<file path="src/rtl/css_pkg.sv">
// Shared types and constants for the pipelined carry-skip subtractor.
package css_pkg;
  localparam int DATA_W  = 16;
  localparam int SLICE_W = 4;
  localparam int STAGES  = 4;

  localparam logic [DATA_W-1:0] SAT_POS = 16'h7FFF;
  localparam logic [DATA_W-1:0] SAT_NEG = 16'h8000;

  typedef struct packed {
    logic              valid;
    logic              carry;
    logic [DATA_W-1:0] diff;
    logic [DATA_W-1:0] a;
    logic [DATA_W-1:0] b;
  } css_stage_t;
endpackage

</file>
<file path="src/rtl/css_slice_4bit.sv">
// Combinational 4-bit carry-skip slice: sum = a + b_inv + cin, cout skips the ripple when all bits propagate.
module css_slice_4bit
  import css_pkg::*;
(
  input  logic [SLICE_W-1:0] a,
  input  logic [SLICE_W-1:0] b_inv,
  input  logic               cin,
  output logic [SLICE_W-1:0] sum,
  output logic               cout
);
  logic [SLICE_W-1:0] p;
  logic [SLICE_W:0]   c;

  always_comb begin
    p    = a ^ b_inv;
    c    = '0;
    c[0] = cin;
    for (int i = 0; i < SLICE_W; i++) c[i+1] = (a[i] & b_inv[i]) | (p[i] & c[i]);
  end

  assign sum  = p ^ c[SLICE_W-1:0];
  assign cout = (&p) ? cin : c[SLICE_W];
endmodule

</file>
<file path="src/rtl/carry_skip_sub_pipe_16bit.sv">
// Pipelined 16-bit subtractor (a - b - bin), one carry-skip slice per stage, valid/ready both sides.
// Optional: define CSS_SATURATE_EN to clamp diff on signed overflow in the last stage.
module carry_skip_sub_pipe_16bit
  import css_pkg::*;
#(
  parameter int STAGES  = 4,
  parameter int SLICE_W = 4
)(
  input  logic              clk,
  input  logic              rst,
  input  logic [DATA_W-1:0] a,
  input  logic [DATA_W-1:0] b,
  input  logic              bin,
  input  logic              in_valid,
  output logic              in_ready,
  output logic [DATA_W-1:0] diff,
  output logic              bout,
  output logic              ovf,
  output logic              out_valid,
  input  logic              out_ready
);
  localparam int L = STAGES - 1;

  generate
    if (STAGES != css_pkg::STAGES || SLICE_W * STAGES != DATA_W) begin : g_bad_cfg
      $error("carry_skip_sub_pipe_16bit supports only STAGES=4, SLICE_W=4");
    end
  endgenerate

  css_stage_t st [STAGES];

  logic [STAGES-1:0]              vld, adv, src_valid, src_cin, sl_cout;
  logic [STAGES-1:0][DATA_W-1:0]  src_a, src_b, src_diff, nxt_diff;
  logic [STAGES-1:0][SLICE_W-1:0] sl_a, sl_bi, sl_sum;
  logic [DATA_W-1:0]              last_diff;
  logic                           last_ovf, bout_q, ovf_q;

  // adv[k] closed-form: a stage moves if it or anything downstream has a hole, or the sink drains
  genvar k;
  generate
    for (k = 0; k < STAGES; k++) begin : g_stage
      assign vld[k] = st[k].valid;
      assign adv[k] = out_ready | ~(&vld[STAGES-1:k]);

      if (k == 0) begin : g_in
        assign src_valid[k] = in_valid;
        assign src_cin[k]   = ~bin;
        assign src_a[k]     = a;
        assign src_b[k]     = b;
        assign src_diff[k]  = '0;
      end else begin : g_fwd
        assign src_valid[k] = st[k-1].valid;
        assign src_cin[k]   = st[k-1].carry;
        assign src_a[k]     = st[k-1].a;
        assign src_b[k]     = st[k-1].b;
        assign src_diff[k]  = st[k-1].diff;
      end

      assign sl_a[k]  = src_a[k][k*SLICE_W +: SLICE_W];
      assign sl_bi[k] = ~src_b[k][k*SLICE_W +: SLICE_W];

      css_slice_4bit u_slice (
        .a     (sl_a[k]),
        .b_inv (sl_bi[k]),
        .cin   (src_cin[k]),
        .sum   (sl_sum[k]),
        .cout  (sl_cout[k])
      );

      always_comb begin
        nxt_diff[k]                     = src_diff[k];
        nxt_diff[k][k*SLICE_W +: SLICE_W] = sl_sum[k];
      end
    end
  endgenerate

  assign in_ready = adv[0];

  assign last_ovf = (src_a[L][DATA_W-1] != src_b[L][DATA_W-1]) &
                    (nxt_diff[L][DATA_W-1] != src_a[L][DATA_W-1]);

`ifdef CSS_SATURATE_EN
  assign last_diff = last_ovf ? (src_a[L][DATA_W-1] ? SAT_NEG : SAT_POS) : nxt_diff[L];
`else
  assign last_diff = nxt_diff[L];
`endif

  // Data only loads with a valid token, so idle stages keep their last contents
  always_ff @(posedge clk) begin
    if (rst) begin
      for (int i = 0; i < STAGES; i++) st[i] <= '0;
      bout_q <= 1'b0;
      ovf_q  <= 1'b0;
    end else begin
      for (int i = 0; i < STAGES; i++) begin
        if (adv[i]) begin
          st[i].valid <= src_valid[i];
          if (src_valid[i]) begin
            st[i].carry <= sl_cout[i];
            st[i].diff  <= (i == L) ? last_diff : nxt_diff[i];
            st[i].a     <= src_a[i];
            st[i].b     <= src_b[i];
          end
        end
      end
      if (adv[L] && src_valid[L]) begin
        bout_q <= ~sl_cout[L];
        ovf_q  <= last_ovf;
      end
    end
  end

  assign out_valid = st[L].valid;
  assign diff      = st[L].diff;
  assign bout      = bout_q;
  assign ovf       = ovf_q;
endmodule

</file>
<file path="config.mk">
export PLATFORM = sky130hd
export DESIGN_NAME = carry_skip_sub_pipe_16bit
export DESIGN_NICKNAME = d
export VERILOG_FILES = /design/src/rtl/css_pkg.sv /design/src/rtl/css_slice_4bit.sv /design/src/rtl/carry_skip_sub_pipe_16bit.sv
export SDC_FILE = /design/constraint.sdc
export NUM_CORES = 1
export LEC_CHECK = 0
export BUFFER_PORTS_ARGS = -buffer_cell sky130_fd_sc_hd__buf_2
export CAP_MARGIN = 20
export CELL_PAD_IN_SITES_DETAIL_PLACEMENT = 1
export CELL_PAD_IN_SITES_GLOBAL_PLACEMENT = 1
export CORE_MARGIN = 2
export CORE_UTILIZATION = 50
export CTS_BUF_LIST = sky130_fd_sc_hd__clkbuf_4 sky130_fd_sc_hd__clkbuf_8
export CTS_CLUSTER_SIZE = 16
export DETAILED_ROUTE_END_ITERATION = 10
export HOLD_SLACK_MARGIN = 0.03
export PLACE_DENSITY_LB_ADDON = 0.1
export REMOVE_ABC_BUFFERS = 1
export SLEW_MARGIN = 20
export SYNTH_ARGS = -nofsm -noshare
export SYNTH_HDL_FRONTEND = slang
export SYNTH_SLANG_ARGS = --single-unit
</file>
<file path="constraint.sdc">
create_clock -name clk -period 5.5 [get_ports clk]
set_input_delay 0.825 -clock clk [delete_from_list [all_inputs] [get_ports clk]]
set_output_delay 0.825 -clock clk [all_outputs]
set_load 0.03 [all_outputs]
</file>
==> metrics.cfg, run 1 <==
[outcome]
status=completed

[clock_tree]
hold_buffers=0
clkTransAtPathRegs_ps=90
cts_max_level=3
root_buffer=clkbuf_8
cts_made_buffers=9
cts_max_path_buffers=2
cts_setup_buffers=0
clkLatencyLatePin_ps=360
cts_tree=built
cts.sinks=97
ctsResizeCount=0

[sta]
skew_ps=16.1
fmax_mhz=373
worst_pin_slew_ps=957
rsz0062_at_grt=false
setup_tns_ps=0
period_share_pct=48.8
min_period_ps=2680
slew_headroom_pct=36.2
hold_viol_final=0
finalSetupViolations=0
finalMaxSlewViolations=0

[routing]
ant_nets=0
wirelength_um=6990
wl_per_cell_um=14.8
first_pass_iters=5
drt_iter0_markers=30
drcViolationCount=0
via_count=2300
viasPerCell=4.87

[finish]
layout.nets=428
finish.instance_area_um2=4960
final.fill_count=871
layout-drive-gt1-share_pct=22.0
num_antenna_cells=0
area_growth_pct=13.0

[placement]
io_buffers=56
place_hpwl_um=5220
place_area_um2=4780
gp_congestion=0.759

[synth]
synth.distinct_cells=31
synth_edf_count=95
yosys_register_bits=97
synth.largest_area_cell=edfxtp_1
yosysSeqAreaShare_pct=65.9
yosysMostFrequentCell=edfxtp_1
netlist_area_um2=4390
synth_flop_cell=edfxtp_1
synth_cells=299
ys_top_cells_by_area=edfxtp_1 (65%), and2_1 (8.1%), fa_1 (7.3%)
synth_common_cells=edfxtp_1 (95), and2_1 (57), inv_1 (36)
synth_async_sr_flop_share_pct=0
synth_top_area_share_pct=65.0
syn_avg_cell_area_um2=14.7
yosysWarnings=0

[setup_path]
start_kind=input port
worstSetupPathType=input port to register
cp_max_fo=2
required_ps=5610
arrival_ps=2800
endpoint_kind=register

[pwr]
ir_drop_mv=0.122
p_per_area_nw_per_um2=285
p_leak_nw=2.18

[global_route]
grt_pass1_wl_um=12000
grt_pass1_vias=2490
overflow=0
grt_max_degree=31
antenna_found_initial=0
grt_usage_pct=16.2

[floorplan]
die_x_um=97.7
die-area_um2=9550
ios=57
start_util_pct=50.9
rows=34
core-area_um2=8640
die_h_um=97.7

[run]
max_cap_violations=0

[worst_hold_path]
min_path_type=register to register

==> routing by layer <==
| layer | part of all wire (%) | global-route usage, % | vias up |
|---|---|---|---|
| met3 | 5.0 | 4.03 | 6 |
| met2 | 51 | 27.8 | 66 |
| met1 | 42 | 19.8 | 1101 |
| met4 | 1.4 | 6.41 | 0 |
| li1 | - | - | 1127 |
| met5 | 0 | 0 | - |
==> flip-flops by register name, summed over array words and instances, names as in the netlist <==
signal	cells
ovf	1
bout	1
st	95
==> cell usage in the layout (no fill, tap or decap), drive strengths merged, types with 3 or more instances in the layout <==
master and n:
nand2 4, nor2b 7, and2 57, nor2 6
clkinv 4, clkbuf 10, buf 59, nor3 3
inv 38, nand4 4, edfxtp 95, mux2i 3
fa 16, ha 16, and3 22
==> where the power goes <==
part | internal [mW] | total (mW) | switching (mW) | leakage [nW]
Clock | 0.171 | 0.418 | 0.246 | 0.0900
Combinational | 0.0498 | 0.126 | 0.0759 | 1.05
Sequential | 0.856 | 0.872 | 0.0157 | 1.04
==> critical path, cell delays in order <==
cell,delay [ps]
buf_2,90
inv_1,60
fa_1,430
fa_1,400
fa_1,370
inv_1,80
fa_1,390
and2_1,140
==> final cells by class <==
| type | instances | area [um^2] | share of cell area (%) |
|---|---|---|---|
| inverters | 37 | 139 | 2.80 |
| multi-input cells | 155 | 1320 | 26.5 |
| flip-flops and latches | 97 | 2890 | 58.3 |
| well taps | 108 | 135 | 2.72 |
| repair buffers | 59 | 303 | 6.10 |
| clock buffers | 10 | 131 | 2.65 |
| clock inverters | 6 | 43.8 | 0.883 |
==> logic make-up after synthesis <==
| group | Yosys count | share of synthesized area [%] |
|---|---|---|
| xor+xnor | 1 | 0.199 |
| buf+inv | 47 | 4.19 |
| mux | 3 | 0.684 |
| simple gates | 111 | 15.7 |
| compound gates | 8 | 1.54 |
| fa+ha+maj | 32 | 11.9 |
| flops | 97 | 65.9 |
==> per-stage QoR <==
step                      worst slack, ps  utilization (%)  total power [mW]  hold WS (ps)  cells
final                                2820             57.4              1.42           479    472
after floorplan                      2640                -             0.964           497    289
after CTS                            2820             57.4              1.43           484    472
after global routing                 2730             57.4              1.48           505    472
after global placement               2490             55.4              1.01           456    456
after detailed placement             2440             55.4              1.02           463    456
==> path summary, 6_finish.rpt <==
| path | depth (start not counted) | slack, ps | to | from |
|---|---|---|---|---|
| max reg2reg | 9 | 2860 | ovf | st[2][12] |
| max | 8 | 2820 | st[0][35] | a[0] |
| min reg2reg | 1 | 480 | ovf | ovf |
| min | 1 | 480 | ovf | ovf |
Note: power is estimated with default switching activity, not from simulation.
==> inputs of run 2 (changes only) <==
Clock period 5.5 ns to 2.59 ns, I/O delays scaled along.
==> run 2 against run 1 <==
Die area unchanged; non-clock buffer count increased by 1; critical path depth increased by 1; wire length increased by 2.8%; global-route usage increased by 0.22 points; sequential power increased by 110%; via count increased by 0.61%; cell count increased by 0.21%; clock power increased by 140%; register-to-register slack got worse by 2800 ps; largest cell class unchanged; highest routed layer unchanged.
==> metrics.cfg, run 2 (synthesized netlist as in run 1, its figures left out) <==
[global_route]
grt_max_degree=31  ; unchanged
grt_pass1_wl_um=12100  ; +0.52%
top_usage_layer=met2
grt_pass1_vias=2437  ; -2.1%
grt_use_met2_pct=28.0  ; +0.21 points
antenna_found_initial=0  ; unchanged
grtUsageMet1_pct=20.0  ; +0.24 points
grt_util_met3_pct=3.96  ; -0.072 points
grt_usage_pct=16.4  ; +0.22 points
overflow=0  ; unchanged

[finish]
regMostFlops=st
final.fill_count=858  ; -1.5%
area_growth_pct=14.0
layout-drive-gt1-share_pct=23.0  ; +1.0 points
num_antenna_cells=0  ; unchanged
regArea_um2=2890  ; unchanged
final_common_cell=edfxtp_1
largest_reg_flops=95  ; unchanged
utilization_pct=58.0  ; +0.51 points
final_cells=473  ; +0.21%
layout.nets=429  ; +0.23%
most-common-layout-cells=edfxtp_1 (95), and2_1 (57), buf_2 (56)
multi_input_area_um2=1320  ; +0.38%

[clock_tree]
cts_max_level=3  ; unchanged
cts_made_buffers=9  ; unchanged
clkLatencyLatePin_ps=370  ; about the same
clkTransAtPathRegs_ps=100  ; about the same
cts.sinks=97  ; unchanged
cts_tree=built
root_buffer=clkbuf_8
cts_max_path_buffers=2  ; unchanged

[setup_path]
arrival_ps=2750  ; -50 ps
worstSetupPathType=register to register
start_kind=register
r2r_slack_ps=90  ; -2770 ps
rr_startpoint=st[2][12]
required_ps=2840  ; -2770 ps
r2r_cells=9  ; unchanged
cp_max_fo=2  ; unchanged
timing.rr.end=ovf
endpoint_kind=register

[sta]
rsz0062_at_grt=false
worst_pin_slew_ps=975  ; +17.4 ps
skew_ps=10.9  ; -5.25 ps
finalMaxSlewViolations=0  ; unchanged
finalSetupViolations=0  ; unchanged
period_share_pct=96.6
hold_viol_final=0  ; unchanged
min_period_ps=2500
fmax_mhz=400
slew_headroom_pct=35.0  ; -1.2 points

[worst_hold_path]
hold_end=st[0][20]
min_path_type=input port to register
worstHoldPathCells=2  ; +1
min-delay-start=a[4]

[routing]
ant_nets=0  ; unchanged
via_count=2314  ; +0.61%
drcViolationCount=0  ; unchanged
wirelength_um=7190  ; +2.8%
first_pass_iters=4  ; -1
viasPerCell=4.89  ; +0.40%
wl_per_cell_um=15.2  ; +2.6%
drt_iter0_markers=89  ; +200%

[pwr]
p_leak_nw=2.20  ; +0.70%
power_mw=3.15  ; +120%
ir_drop_mv=0.296  ; +140%
p_per_area_nw_per_um2=629  ; +120%

[floorplan]
die_h_um=97.7  ; unchanged
core-area_um2=8640  ; unchanged
die_x_um=97.7  ; unchanged
die-area_um2=9550  ; unchanged
rows=34  ; unchanged
start_util_pct=50.9  ; unchanged
ios=57  ; unchanged

[outcome]
status=completed

[placement]
io_buffers=56  ; unchanged
gp_congestion=0.772  ; +1.6%
dp_cells=457  ; +0.22%
place_hpwl_um=5420  ; +3.8%

[run]
max_cap_violations=0  ; unchanged

## run 2: where the power goes
part / internal [mW] / leakage [nW] / switching [mW]
logic: 0.108 / 1.05 / 0.164
clock network: 0.473 / 0.103 / 0.549
registers: 1.82 / 1.04 / 0.0344
## run 2: how the worst max path moves through the flow
stage	slack (ps)	endpoint	cells after the start	startpoint
final	90	ovf	9	st[2][12]
after global placement	30	st[0][35]	8	a[0]
after global routing	6	ovf	9	st[2][12]
after floorplan	120	ovf	9	st[2][12]
after CTS	40	ovf	9	st[2][12]
after detailed placement	-50	ovf	9	st[2][12]
## run 2: cell type report
cell class                      instances  area share, %
Clock buffer                           10           2.63
Clock inverter                          6           1.50
Inverter                               37           2.77
Multi-Input combinational cell        155           26.4
Sequential cell                        97           57.8
Tap cell                              108           2.70
Timing Repair Buffer                   60           6.20
## run 2: timing repair
action,in CTS,in global routing
setup buffers,0,0
endpoints found under the setup margin,1,1
pin swaps,1,1
hold buffers,0,0
resized for setup,2,1
## run 2: critical path, cell delays in order (launching register included)
cell and delay (ps):
edfxtp_1 400, inv_2 80, fa_1 160, inv_1 60, fa_2 370, fa_2 370
fa_1 560, xor2_1 150, nor2_1 50, a22o_1 180
## run 2: through the flow
| step | worst slack [ps] | cell area, um^2 | TNS, ps | hold WS, ps |
|---|---|---|---|---|
| floorplan | 117 | 4350 | 0 | 497 |
| global placement | 28.2 | 4790 | 0 | 459 |
| detailed placement | -49.1 | 4790 | -76.9 | 473 |
| CTS | 42.3 | 5000 | 0 | 278 |
| global route | 6.11 | 5000 | 0 | 279 |
| finish | 87.1 | 5000 | 0 | 289 |
## run 2: per-layer routing
layer	part of all wire [%]	up-vias
met3	4.5	10
met5	0	-
met4	1.8	0
met2	52	55
li1	-	1136
met1	42	1113
==> inputs of run 3 (changes only) <==
Settings changed: PLACE_DENSITY from default to 0.88, PLACE_DENSITY_LB_ADDON 0.1 to default.
==> run 3 against run 2 <==
Die area unchanged; wire length increased by 3.3%; design area increased by 0.15%; register-to-register slack improved by 30 ps; cell count increased by 0.21%; power decreased by 0.43%; largest power group unchanged.
==> metrics.cfg, run 3 (synthesized netlist as in run 1, its figures left out) <==
[outcome]
status=completed

[floorplan]
start_util_pct=50.9  ; unchanged
rows=34  ; unchanged
core-area_um2=8640  ; unchanged
ios=57  ; unchanged
die_x_um=97.7  ; unchanged
die_h_um=97.7  ; unchanged
die-area_um2=9550  ; unchanged

[finish]
most-common-layout-cells=edfxtp_1 (95), and2_1 (57), buf_2 (56)
final_common_cell=edfxtp_1
utilization_pct=58.0  ; +0.087 points
layout-drive-gt1-share_pct=23.0  ; -0.063 points
regArea_um2=2890  ; unchanged
final.fill_count=862  ; +0.47%
largest_reg_flops=95  ; unchanged
num_antenna_cells=0  ; unchanged
layout.nets=430  ; +0.23%
regMostFlops=st
final_cells=474  ; +0.21%
multi_input_area_um2=1330  ; +0.47%
area_growth_pct=14.1

[clock_tree]
cts_max_level=3  ; unchanged
cts_tree=built
hold_buffers=0  ; unchanged
root_buffer=clkbuf_8
clkTransAtPathRegs_ps=100  ; about the same
cts_made_buffers=9  ; unchanged
clkLatencyLatePin_ps=360  ; about the same
cts.sinks=97  ; unchanged
cts_max_path_buffers=2  ; unchanged

[sta]
slew_headroom_pct=38.6  ; +3.6 points
rsz0062_at_grt=true
finalMaxSlewViolations=0  ; unchanged
finalSetupViolations=0  ; unchanged
min_period_ps=2470  ; -30.3 ps
setup_ws_ps=117  ; +30.3 ps
hold_ws_ps=289  ; +0.824 ps
skew_ps=14.3  ; +3.45 ps
period_share_pct=95.5  ; -1.2 points
worst_pin_slew_ps=921  ; -54.2 ps
fmax_mhz=404  ; +1.2%
hold_viol_final=0  ; unchanged

[worst_hold_path]
worstHoldPathCells=2  ; unchanged
min_path_type=input port to register

[setup_path]
cp_max_fo=2  ; unchanged
start_kind=register
crit_cells=9  ; unchanged
crit_buf_inv=2  ; unchanged
slowest_delay_ps=550  ; about the same
critPathTopFamily=adder cells
endpoint_kind=register
worstSetupPathType=register to register
crit_chain=inv_2 -> fa_1 -> inv_1 -> fa_2 -> fa_2 -> fa_1 -> xor2_1 -> nor2_1 -> a22o_1
crit_slowest_cell=fa_1
r2r_cells=9  ; unchanged
required_ps=2850  ; about the same
arrival_ps=2730  ; -20 ps

[global_route]
antenna_found_initial=0  ; unchanged
grt_pass1_vias=2565  ; +5.3%
grt_pass1_wl_um=12600  ; +4.7%
grt_usage_pct=17.3  ; +0.93 points
grt_max_degree=31  ; unchanged
overflow=0  ; unchanged

[routing]
viasPerCell=4.91  ; +0.26%
wirelength_um=7430  ; +3.3%
drt_iter0_markers=84  ; -5.6%
drcViolationCount=0  ; unchanged
wl_per_cell_um=15.7  ; +3.1%
first_pass_iters=4  ; unchanged
via_count=2325  ; +0.48%
ant_nets=0  ; unchanged

[pwr]
ir_drop_mv=0.260  ; -12%
internal_power_mw=2.38  ; -0.67%
clkPwrFrac_pct=32.1  ; -0.4 points
seqPwrFrac_pct=59.2  ; +0.3 points
p_leak_nw=2.20  ; about the same
power.switching_mw=0.750  ; +0.34%
p_per_area_nw_per_um2=625  ; -0.57%
switching_share_pct=23.9  ; +0.18 points
power_frac_comb_pct=8.7  ; about the same

[run]
max_cap_violations=0  ; unchanged

[placement]
io_buffers=56  ; unchanged
place_hpwl_um=5620  ; +3.6%
dp_cells=457  ; unchanged
gp_congestion=0.812  ; +5.2%
place_ws_ps=-84.3  ; -35.2 ps

[run 3: cell types whose count changed in the layout (fill, tap and decap cells not counted)]
| cell | previous run | this run |
|---|---|---|
| a211oi_2 | 1 | 0 |
| a211oi_4 | 0 | 1 |
| a21o_1 | 1 | 2 |
| a21o_2 | 1 | 0 |
| buf_4 | 4 | 5 |
| clkbuf_4 | 1 | 0 |
| clkinv_1 | 0 | 1 |
| inv_1 | 35 | 34 |
| inv_2 | 2 | 3 |
| inv_6 | 2 | 3 |
| inv_8 | 1 | 0 |
[run 3: worst paths after layout]
path / from / end / slack, ps
setup / recovery: st[2][12] / ovf / 120
hold / removal: b[4] / st[0][4] / 290
setup reg to reg: st[2][12] / ovf / 120
hold reg to reg: bout / bout / 490
[run 3: metal layers]
layer | GRT usage (%) | vias to the layer above | part of all wire (%)
li1 | - | 1135 | -
met1 | 19.4 | 1110 | 39
met2 | 31.1 | 66 | 54
met3 | 4.39 | 14 | 4.0
met4 | 7.80 | 0 | 2.8
met5 | 0 | - | 0
[run 3: per-stage QoR]
step | instance area (um^2) | total power, mW | setup TNS [ps]
3_3_place_gp | 4790 | 2.13 | 0
4_1_cts | 5000 | 3.16 | 0
2_1_floorplan | 4350 | 2.05 | 0
6_report | 5010 | 3.13 | 0
3_5_place_dp | 4800 | 2.17 | -127
5_1_grt | 5010 | 3.26 | -16.0
[run 3: what timing repair did]
item                                    CTS  global route
endpoints found under the setup margin    1             2
pin swaps                                 1             3
setup buffers                             0             1
resized for setup                         2             2
cloned                                    0             0
hold endpoints to repair                  0             0
[run 3: cell type report]
| cell class | instances | area share (%) |
|---|---|---|
| clock buffers | 9 | 2.47 |
| clock inverters | 7 | 1.52 |
| inverters | 37 | 2.77 |
| multi-input cells | 155 | 26.5 |
| flip-flops and latches | 97 | 57.7 |
| well taps | 108 | 2.70 |
| repair buffers | 61 | 6.34 |
[run 3: power groups by stage]
| stage | combinational [mW] | sequential [mW] | clock, mW |
|---|---|---|---|
| final | 0.273 | 1.86 | 1.00 |
| after global routing | 0.314 | 1.87 | 1.08 |
| after CTS | 0.278 | 1.86 | 1.02 |
| after detailed placement | 0.275 | 1.89 | 0 |
| after global placement | 0.248 | 1.88 | 0 |
| after floorplan | 0.141 | 1.91 | 0 |
